[src/rtl/ps2_keycode_fifo.sv]
// PS/2 set-2 keycode front end: prefix decoder, programmable remap table and
// first-word-fall-through event FIFO between PS2_Controller and software.
module ps2_keycode_fifo #(
    parameter int ADDR_W = 3,
    parameter int IDX_W  = 2
) (
    input  logic              inclock,
    input  logic              reset,
    input  logic [7:0]        rx_data,
    input  logic              rx_valid,
    input  logic              map_we,
    input  logic [IDX_W-1:0]  map_idx,
    input  logic [7:0]        map_from,
    input  logic [7:0]        map_to,
    input  logic              pop,
    output logic              ev_valid,
    output logic [7:0]        ev_code,
    output logic              ev_break,
    output logic              ev_ext,
    output logic [ADDR_W:0]   count,
    output logic              overflow,
    output logic [7:0]        last_data_received
);

    localparam int DEPTH   = 1 << ADDR_W;
    localparam int NUM_MAP = 1 << IDX_W;
    localparam logic [ADDR_W:0]   FULL_CNT = (ADDR_W+1)'(DEPTH);
    localparam logic [ADDR_W-1:0] PTR_ONE  = ADDR_W'(1'b1);
    localparam logic [ADDR_W:0]   CNT_ONE  = (ADDR_W+1)'(1'b1);

    typedef enum logic [1:0] {
        ST_IDLE    = 2'd0,
        ST_EXT     = 2'd1,
        ST_BRK     = 2'd2,
        ST_EXT_BRK = 2'd3
    } state_t;

    // Controller status/ack bytes that never form part of a key sequence.
    function automatic logic is_status(input logic [7:0] b);
        logic r;
        case (b)
            8'h00, 8'hAA, 8'hEE, 8'hFA,
            8'hFC, 8'hFD, 8'hFE, 8'hFF: r = 1'b1;
            default:                    r = 1'b0;
        endcase
        return r;
    endfunction

    // Default keypad remap entry {valid, from, to} for a table index.
    function automatic logic [16:0] default_entry(input int idx);
        logic [16:0] e;
        case (idx)
            32'sd0:  e = {1'b1, 8'h15, 8'h51};
            32'sd1:  e = {1'b1, 8'h2D, 8'h52};
            32'sd2:  e = {1'b1, 8'h1B, 8'h53};
            32'sd3:  e = {1'b1, 8'h2C, 8'h54};
            default: e = 17'd0;
        endcase
        return e;
    endfunction

    state_t            state_q, state_d;
    logic              map_vld_q  [NUM_MAP];
    logic [7:0]        map_from_q [NUM_MAP];
    logic [7:0]        map_to_q   [NUM_MAP];
    logic [9:0]        mem_q      [DEPTH];    // {ext, break, code}
    logic [ADDR_W-1:0] wr_ptr_q, wr_ptr_d;
    logic [ADDR_W-1:0] rd_ptr_q, rd_ptr_d;
    logic [ADDR_W:0]   count_q, count_d;
    logic              overflow_q, overflow_d;
    logic [7:0]        last_q, last_d;

    logic              emit_s;
    logic              ev_brk_s;
    logic              ev_ext_s;
    logic [7:0]        mapped_s;
    logic              full_s;
    logic              do_pop_s;
    logic              do_push_s;
    logic              drop_s;
    logic [9:0]        head_s;

    // Prefix decoder: next state and event emission on each received byte.
    always_comb begin
        state_d  = state_q;
        emit_s   = 1'b0;
        ev_brk_s = 1'b0;
        ev_ext_s = 1'b0;
        if (rx_valid) begin
            if (is_status(rx_data)) begin
                state_d = ST_IDLE;
            end else if (rx_data == 8'hE0) begin
                state_d = ST_EXT;
            end else if (rx_data == 8'hF0) begin
                case (state_q)
                    ST_IDLE:    state_d = ST_BRK;
                    ST_EXT:     state_d = ST_EXT_BRK;
                    ST_BRK:     state_d = ST_BRK;
                    ST_EXT_BRK: state_d = ST_EXT_BRK;
                    default:    state_d = ST_IDLE;
                endcase
            end else begin
                emit_s   = 1'b1;
                ev_brk_s = (state_q == ST_BRK) || (state_q == ST_EXT_BRK);
                ev_ext_s = (state_q == ST_EXT) || (state_q == ST_EXT_BRK);
                state_d  = ST_IDLE;
            end
        end else begin
            state_d = state_q;
        end
    end

    // Remap lookup; scanning high to low lets the lowest matching index win.
    always_comb begin
        mapped_s = rx_data;
        for (int i = NUM_MAP - 1; i >= 0; i--) begin
            mapped_s = (map_vld_q[i] && (map_from_q[i] == rx_data)) ? map_to_q[i] : mapped_s;
        end
    end

    // FIFO bookkeeping: a pop while full frees the slot for a same-cycle push.
    always_comb begin
        full_s     = (count_q == FULL_CNT);
        do_pop_s   = pop && (count_q != '0);
        do_push_s  = emit_s && (!full_s || do_pop_s);
        drop_s     = emit_s && full_s && !do_pop_s;
        wr_ptr_d   = do_push_s ? (wr_ptr_q + PTR_ONE) : wr_ptr_q;
        rd_ptr_d   = do_pop_s  ? (rd_ptr_q + PTR_ONE) : rd_ptr_q;
        overflow_d = overflow_q | drop_s;
        case ({do_push_s, do_pop_s})
            2'b10:   count_d = count_q + CNT_ONE;
            2'b01:   count_d = count_q - CNT_ONE;
            default: count_d = count_q;
        endcase
        if (emit_s && !ev_brk_s) begin
            last_d = mapped_s;
        end else begin
            last_d = last_q;
        end
    end

    // Control state, pointers, status and remap table with synchronous reset.
    always_ff @(posedge inclock) begin
        if (reset) begin
            state_q    <= ST_IDLE;
            wr_ptr_q   <= '0;
            rd_ptr_q   <= '0;
            count_q    <= '0;
            overflow_q <= 1'b0;
            last_q     <= 8'h00;
            for (int i = 0; i < NUM_MAP; i++) begin
                {map_vld_q[i], map_from_q[i], map_to_q[i]} <= default_entry(i);
            end
        end else begin
            state_q    <= state_d;
            wr_ptr_q   <= wr_ptr_d;
            rd_ptr_q   <= rd_ptr_d;
            count_q    <= count_d;
            overflow_q <= overflow_d;
            last_q     <= last_d;
            if (map_we) begin
                map_vld_q[map_idx]  <= 1'b1;
                map_from_q[map_idx] <= map_from;
                map_to_q[map_idx]   <= map_to;
            end else begin
                map_vld_q[map_idx]  <= map_vld_q[map_idx];
            end
        end
    end

    // Event storage; contents need no reset because count gates visibility.
    always_ff @(posedge inclock) begin
        if (!reset && do_push_s) begin
            mem_q[wr_ptr_q] <= {ev_ext_s, ev_brk_s, mapped_s};
        end else begin
            mem_q[wr_ptr_q] <= mem_q[wr_ptr_q];
        end
    end

    // Head-of-queue view, forced to zero while the FIFO is empty.
    always_comb begin
        head_s = mem_q[rd_ptr_q];
        if (count_q != '0) begin
            ev_valid = 1'b1;
            ev_code  = head_s[7:0];
            ev_break = head_s[8];
            ev_ext   = head_s[9];
        end else begin
            ev_valid = 1'b0;
            ev_code  = 8'h00;
            ev_break = 1'b0;
            ev_ext   = 1'b0;
        end
    end

    assign count              = count_q;
    assign overflow           = overflow_q;
    assign last_data_received = last_q;

endmodule

[config.mk]
export PLATFORM = sky130hd
export DESIGN_NAME = ps2_keycode_fifo
export DESIGN_NICKNAME = d
export VERILOG_FILES = /design/src/rtl/ps2_keycode_fifo.sv
export SDC_FILE = /design/constraint.sdc
export NUM_CORES = 1
export LEC_CHECK = 0
export ABC_AREA = 1
export CORE_UTILIZATION = 53
export DETAILED_ROUTE_END_ITERATION = 16
export GPL_TIMING_DRIVEN = 0
export PLACE_DENSITY = 0.76
export SYNTH_ARGS = -nofsm -noshare
export SYNTH_HDL_FRONTEND = slang
export SYNTH_SLANG_ARGS = --single-unit
[constraint.sdc]
create_clock -name inclock -period 2.8 [get_ports inclock]
set_clock_uncertainty 0.2 [all_clocks]
set_input_delay 0.7 -clock inclock [delete_from_list [all_inputs] [get_ports inclock]]
set_output_delay 0.7 -clock inclock [all_outputs]
set_load 0.1 [all_outputs]
---- Word level (Yosys, flattened, before mapping) ----
Memories as Yosys holds them, arrays and structs flattened. A register that Yosys moved wholly into a read port is not among the register bits.
Index checks and enable logic that the tools add are counted.
Widths: inputs -> output; s select.
storage, ports and cells
  register bits ........................... 89
  RAM bits ................................ 80
  output and inout port bits .............. 24
  logic and storage cells ................. 119
  memories ................................ 1
memories
  name   depth  bits a word  rd ports  clocked after memory_dff  wr ports  line  text
  mem_q  8      10           1         1                         1         66    logic [9:0] mem_q [DEPTH];
operators by class
  $add $sub $neg .......................... 4
  $lt $le $gt $ge ......................... 2
  equality and inequality tests ........... 20
  muxes and demuxes ....................... 44
  bitwise gates (word level) .............. 4
  reduce and logical (&&, ||, !) cells .... 26
operators with widths
  kind                 number
  $eq 8x8->1 const B   9
  $bwmux 32            2
  $mux 8               6
  $eq 8x8->1           4
  $mux 1               23
  $demux 8 s2          1
  $logic_and 1x1->1    11
  $mux 10              1
  $logic_not 8->1      1
  $pmux 4 s2           1
  $reduce_or 8->1      1
  $add 3x1->3 const B  2
  $eq 2x2->1 const B   3
  $mux 2               3
  $mux 3               2
  $add 4x1->4 const B  1
  $bwmux 4             1
  $eq 2x1->1 const B   2
  $eq 4x4->1 const B   1
  $logic_not 1->1      4
  $mux 4               1
  $or 4x4->4           1
  $pmux 2 s2           1
  $reduce_bool 4->1    1
  other kinds (13)     17

---- Logic depth before layout (Yosys ltp) ----
Gate-level depths: netlist of run 1.
  depth after elaboration ................. 11
  mapped depth ............................ 20

---- Worst setup path after synthesis of run 1 ----
Ideal clock, no wire load.
  path kind ............................... reg-to-output
  start ................................... register count_q[0] (netlist: count[0])
  end ..................................... output ev_break
  data arrival time ....................... 4029 ps
  path slack .............................. -2129 ps
  cell stages (with the launch flop) ...... 6
  path through ............................ dfxtp_1 > nor2_1 > nand2_1 > clkbuf_1 > o21ai_0 > a31oi_1
between the ends
  cells in the longest elaborated chain, start to end .. 2
RTL lines
  element                 line  text
  from (decl)             69    logic [ADDR_W:0] count_q, count_d;
  from (signal assigned)  158   count_q <= count_d;
  $reduce_bool 4->1       183   if (count_q != '0) begin
  $mux 1                  183
  to (decl)               18    output logic ev_break,
Every way passes these cells.

==> results of run 1 <==
[metrics by stage]
step	instances	TNS [ns]	cell area (um^2)	setup slack, ns
floorplan	902	-6.73	7810	-0.168
global placement	1131	-137.75	8530	-1.41
detailed placement	1131	-134.60	8530	-1.45
CTS	1175	-0.0235	9540	-0.0131
global route	1179	-0.0703	9640	-0.0457
finish	1179	0	9640	0.0254
[final cells by class]
cell class	instances	area (um^2)
multi-input combinational	607	3210
timing repair buffer	65	774
tap	180	225
clock buffer	17	425
inverter	84	318
sequential	172	4260
fill	1074	4350
clock inverter	15	175
buffer	39	250
[sequential cells by signal (all words and copies together) (netlist names), named ones only]
name / count
count: 4
last_data_received: 8
map_from_q: 32
map_to_q: 32
map_vld_q: 4
mem_q: 80
overflow: 1
rd_ptr_q: 3
state_q: 2
wr_ptr_q: 3
[synth_stat cells (2+ instances only)]
master,n
a21oi_1,65
a31oi_1,11
buf_1,2
buf_4,4
buf_6,2
clkbuf_1,31
clkinv_1,2
dfxtp_1,92
edfxtp_1,80
ha_1,4
inv_1,76
inv_2,6
nand2_1,196
nand2_4,2
nand3_1,54
nand3_2,2
nand4_1,7
nor2_1,114
nor2_2,4
nor2_4,2
nor3_1,9
nor3_2,3
o211ai_1,9
o21a_1,11
o21ai_0,90
o22ai_1,10
xnor2_1,6
[cell families after synthesis]
group,after synthesis,share of synthesized area
buf+inv,123,0.0644
xor+xnor,7,0.00803
fa+ha+maj,5,0.00918
simple gates,398,0.223
flops,172,0.556
compound gates,197,0.139
[worst max-delay path, delay by kind of cell (launching register included)]
kind	cells	cell delay [ns]
flip-flops	1	0.38
buffers and inverters	3	0.45
AO/OA/AOI/OAI	4	0.62
[layer usage]
layer | global-route usage | vias to the layer above
met4 | 0.121 | 0
li1 | - | 3197
met5 | 0 | -
met2 | 0.487 | 300
met3 | 0.0524 | 60
met1 | 0.345 | 3065
[power by group through the flow]
stage	Sequential (uW)	Combinational [uW]	Clock, uW
5_1_grt	2930	4110	2530
2_1_floorplan	3180	2290	0
3_3_place_gp	2940	3260	0
4_1_cts	2900	3730	2410
6_report	2910	3890	2400
3_5_place_dp	2950	3290	0
[what timing repair did]
item / CTS / global route
cloned: 1 / 0
buffers inserted: 11 / 4
resized for setup: 170 / 41
endpoints found under the setup margin: 143 / 92
pin swaps: 10 / 7
[path summary, 6_finish.rpt]
kind | from | to | slack, ns | cells past startpoint
max reg2reg | count[0] | count[3] | 0.35 | 15
min reg2reg | map_vld_q[1] | map_vld_q[1] | 0.23 | 2
max | register | ev_break | 0.03 | 7
min | map_vld_q[1] | map_vld_q[1] | 0.23 | 2
==> run_results.csv, run 1 <==
group,metric,value,unit
run_status,status,"complete, no violations",
clock_tree,clkTransAtPathRegs,0.07,ns
die,die_w,122,um
timing,period_needed,2.77,ns
clock_tree,hold_buffers,0,
grt,grt_usage,0.283,
die,dieHeight,122,um
layout,layout_commonest_cell,"nand2_1",
power,power_frac_seq,0.316,
grt,grt_start_max_net_pins,18,
synthesis,synth-edff-count,80,
synthesis,ys_warn_count,0,
synthesis,netlist_instances,902,
power,p_leak,0.00393,uW
routing,wl_met2,9.88,mm
layout,syn_to_final_growth,26.2,%
power,pwr-share-comb,0.423,
synthesis,syn-cell-area,0.00763,mm^2
timing,finalSetupViolations,0,
clock_tree,cts_buffer_depth,2,
power,p_int,5390,uW
worst_setup_path,required,1.90,ns
timing,maxSlewViolCount,0,
layout,final_cell_mix,"nand2_1 (195), nor2_1 (110), dfxtp_1 (86), edfxtp_1 (80), inv_1 (75)",
layout,nNetsFinal,1022,
synthesis,synth_area_leaders,"edfxtp_1 (31%), dfxtp_1 (24%), nand2_1 (9.6%), o21ai_0 (5.9%), nor2_1 (5.6%)",
timing,rsz0062_at_grt,"yes",
routing,dr_wl_met3,1.31,mm
grt,first_global_vias,5967,
placement,place_congestion,0.928,
timing,max_freq,360,MHz
synthesis,yosysUniqueCellTypes,35,
clock_tree,cts_buffers,17,
power,p_total,9200,uW
worst_hold_path,hp-class,"reg -> reg",
worst_setup_path,criticalPathCategory,"reg -> out",
worst_setup_path,critPathSlowestCell,"dfxtp_4",
synthesis,synth_top_area_share,0.315,
synthesis,syn-num-nets,938,
timing,relSlewSlack,0.358,
die,die-area,0.0149,mm^2
power,switchingPower,3810,uW
synthesis,yosysSeqAreaShare,0.556,
power,pwr-share-clk,0.261,
routing,firstDrtPassIters,7,
routing,drt-total-wl,20.2,mm
grt,gr-total-overflow,0,
routing,drc,0,
die,core,0.0140,mm^2
layout,finish.utilization,0.689,
routing,ant_nets,0,
synthesis,synth_seq_cells,172,
worst_setup_path,worst_ep_arrival_time,1.87,ns
worst_setup_path,worstSetupStartpointType,"register",
worst_setup_path,worst_setup_path_end_kind,"primary output",
grt,antenna_found_initial,0,
timing,finalHoldViolCount,0,
worst_setup_path,critPathMaxStageDelay,0.38,ns
clock_tree,clkSinkCount,172,
synthesis,synth_ff_type,"dfxtp_1",
layout,layout-drive-gt1-share,0.148,
worst_setup_path,crit_path_max_fanout,10,
die,num_rows,43,
clock_tree,cts-root-buf,"clkbuf_16",
routing,via_per_inst,5.62,
clock_tree,htree_levels,4,
routing,drtIter0Drc,554,
power,peakVddDrop,0.688,mV
timing,period_share,0.991,
synthesis,yosysTopAreaCell,"edfxtp_1",
die,ios,55,
grt,grt_pass1_wl,31.2,mm
timing,worstMarginPinSlew,0.961,ns
placement,io_buffers,49,
placement,dp.final_hpwl,13.6,mm
routing,top_layer,"met4",
synthesis,synthArstFlopShare,0,
worst_setup_path,crit_chain,"inv_4, clkbuf_8, o21ai_0, o22ai_1, o21ai_2, a31oi_4, buf_12",
die,start_util,0.546,
routing,wire_per_inst,17.1,um
flow_run,drv_cap,0,
layout,antennaDiodeCount,0,
routing,vias,6622,
synthesis,avgSynthCellArea,8.46,um^2
clock_tree,cts_tree,"yes",
timing,hold_slack,0.230,ns
power,swShare,0.414,
power,powerDensity,955,mW/mm^2
routing,drt-met1-wl,8.27,mm
clock_tree,clkLatencyLatePin,0.43,ns
No activity file was read; power rests on OpenSTA's default activity.
==> inputs of run 2 (changes only) <==
--- a/config.mk
+++ b/config.mk
@@ -12,2 +12,4 @@
 export PLACE_DENSITY = 0.76
+export SETUP_SLACK_MARGIN = 0.3
+export SLEW_MARGIN = 30
 export SYNTH_ARGS = -nofsm -noshare
--- a/constraint.sdc
+++ b/constraint.sdc
@@ -4,2 +4,2 @@
 set_output_delay 0.7 -clock inclock [all_outputs]
-set_load 0.1 [all_outputs]
+set_load 0.005 [all_outputs]
==> run 2 against run 1 <==
Non-clock buffer count is 11 higher. Cell count increased by 1.0%. Sequential power is essentially flat. Register-to-register slack improved by 0.28 ns. Wire length grew 4.9%. Sequential cell count unchanged.
==> run_results.csv, run 2 (synthesized netlist as in run 1, its figures left out) <==
group,metric,value,unit
run_status,status,"complete, no violations",
layout,finish.utilization,0.681,
worst_setup_path,crit_path_max_fanout,6,
die,ios,55,
worst_setup_path,reg2reg_setup_slack,0.63,ns
timing,period_share,0.949,
timing,finalSetupViolations,0,
layout,fin_area,0.00953,mm^2
die,die_w,122,um
flow_run,drv_cap,0,
die,die-area,0.0149,mm^2
worst_setup_path,required,1.90,ns
timing,period_needed,2.66,ns
worst_setup_path,r2r_start,"count[2]",
placement,io_buffers,49,
placement,place_congestion,0.940,
die,core,0.0140,mm^2
die,start_util,0.546,
timing,max_freq,376,MHz
layout,syn_to_final_growth,24.8,%
timing,worstMarginPinSlew,0.767,ns
grt,grt_start_max_net_pins,17,
die,num_rows,43,
worst_hold_path,worstHoldStart,"map_vld_q[2]",
worst_setup_path,r2r-end,"mem_q[2][7]",
layout,fin_cells,1191,
routing,drc,0,
die,dieHeight,122,um
worst_setup_path,worstSetupStartpointType,"register",
layout,largest_reg_flops,80,
worst_hold_path,holdPathStages,2,
routing,vias,6763,
clock_tree,clkTransAtPathRegs,0.07,ns
grt,first_global_vias,6375,
layout,layout-drive-gt1-share,0.173,
grt,gr-total-overflow,0,
power,p_total,7420,uW
clock_tree,cts_buffers,17,
worst_hold_path,min_to,"map_vld_q[2]",
clock_tree,cts-root-buf,"clkbuf_16",
timing,rsz0062_at_grt,"yes",
grt,grt_usage,0.296,
grt,grtUsageMet3,0.0599,
placement,dp.cells,1131,
worst_setup_path,criticalPathCategory,"reg -> out",
power,powerDensity,779,mW/mm^2
timing,setup_slack,0.143,ns
layout,layout_commonest_cell,"nand2_1",
routing,wire_per_inst,17.8,um
worst_setup_path,reg2reg_depth,8,
layout,final_cell_mix,"nand2_1 (186), nor2_1 (103), dfxtp_1 (86), edfxtp_1 (80), inv_1 (69)",
clock_tree,clkSinkCount,172,
worst_setup_path,worst_setup_path_end_kind,"primary output",
timing,relSlewSlack,0.488,
clock_tree,clkLatencyLatePin,0.43,ns
timing,finalHoldViolCount,0,
routing,ant_nets,0,
grt,antenna_found_initial,0,
power,peakVddDrop,0.419,mV
layout,nNetsFinal,1034,
placement,dp_slack,-0.684,ns
layout,top_register,"mem_q",
timing,maxSlewViolCount,0,
clock_tree,htree_levels,4,
grt,grt_pass1_wl,32.4,mm
placement,dp.final_hpwl,13.6,mm
layout,top_regs,"mem_q x80, map_from_q x32, map_to_q x32",
clock_tree,cts_buffer_depth,2,
routing,drtIter0Drc,787,
grt,grt-busiest-layer,"met2",
layout,fillers,1095,
grt,gr-usage-met2,0.491,
routing,drt-total-wl,21.2,mm
clock_tree,cts_tree,"yes",
power,p_leak,0.00386,uW
routing,via_per_inst,5.68,
routing,firstDrtPassIters,6,
placement,place_area,0.00850,mm^2
worst_hold_path,hp-class,"reg -> reg",
layout,antennaDiodeCount,0,
worst_setup_path,worst_ep_arrival_time,1.76,ns
grt,grtUsageMet1,0.353,
==> run 2: cell type report <==
class	count	area, um^2	share of cell area
inverters	84	334	0.0350
clock inverters	13	120	0.0126
repair buffers	76	671	0.0704
clock buffers	19	433	0.0454
plain buffers	39	289	0.0303
flip-flops and latches	172	4260	0.447
multi-input cells	608	3200	0.335
well taps	180	225	0.0236
==> run 2: critical path, cell delays in order (launching register included) <==
cell	delay, ns
dfxtp_4	0.40
buf_4	0.15
clkbuf_8	0.14
buf_4	0.10
nor2_1	0.03
nor2_1	0.08
o21ai_0	0.10
a31oi_1	0.18
buf_2	0.13
==> run 2: timing repair <==
action                                  in CTS  in global routing
endpoints found under the setup margin     182                147
cloned                                       4                  1
hold buffers                                 0                  0
pin swaps                                   21                 22
setup buffers                               20                  3
gates resized for setup                    143                 53
==> run 2: stage by stage <==
| step | setup TNS, ns | hold WS [ns] |
|---|---|---|
| floorplan | 0 | 0.202 |
| global placement | -83.97 | 0.234 |
| detailed placement | -86.87 | 0.238 |
| CTS | 0 | 0.254 |
| global route | 0 | 0.269 |
| finish | 0 | 0.251 |
==> run 2: layer usage <==
layer,routed length [um],up-vias
li1,-,3219
met5,0,-
met1,8310,3126
met3,1620,69
met4,969,0
met2,10300,349
==> run 2: how the worst max path moves through the flow <==
stage          slack (ns)  startpoint  cells past startpoint     endpoint
2_1_floorplan        0.23  rx_data[3]                     20     count[3]
3_3_place_gp        -0.67  rx_data[0]                     11  mem_q[0][1]
3_5_place_dp        -0.68  rx_data[0]                     11  mem_q[0][9]
4_1_cts              0.11    register                      8     ev_break
5_1_grt              0.07    register                      8     ev_break
6_report             0.14    register                      8       ev_ext
==> run 2: power breakdown <==
group          leakage, uW  internal, uW  switching [uW]
Clock             0.000254          1230             986
Combinational      0.00213           972            1310
Sequential         0.00148          2800             130
Total              0.00386          5000            2420
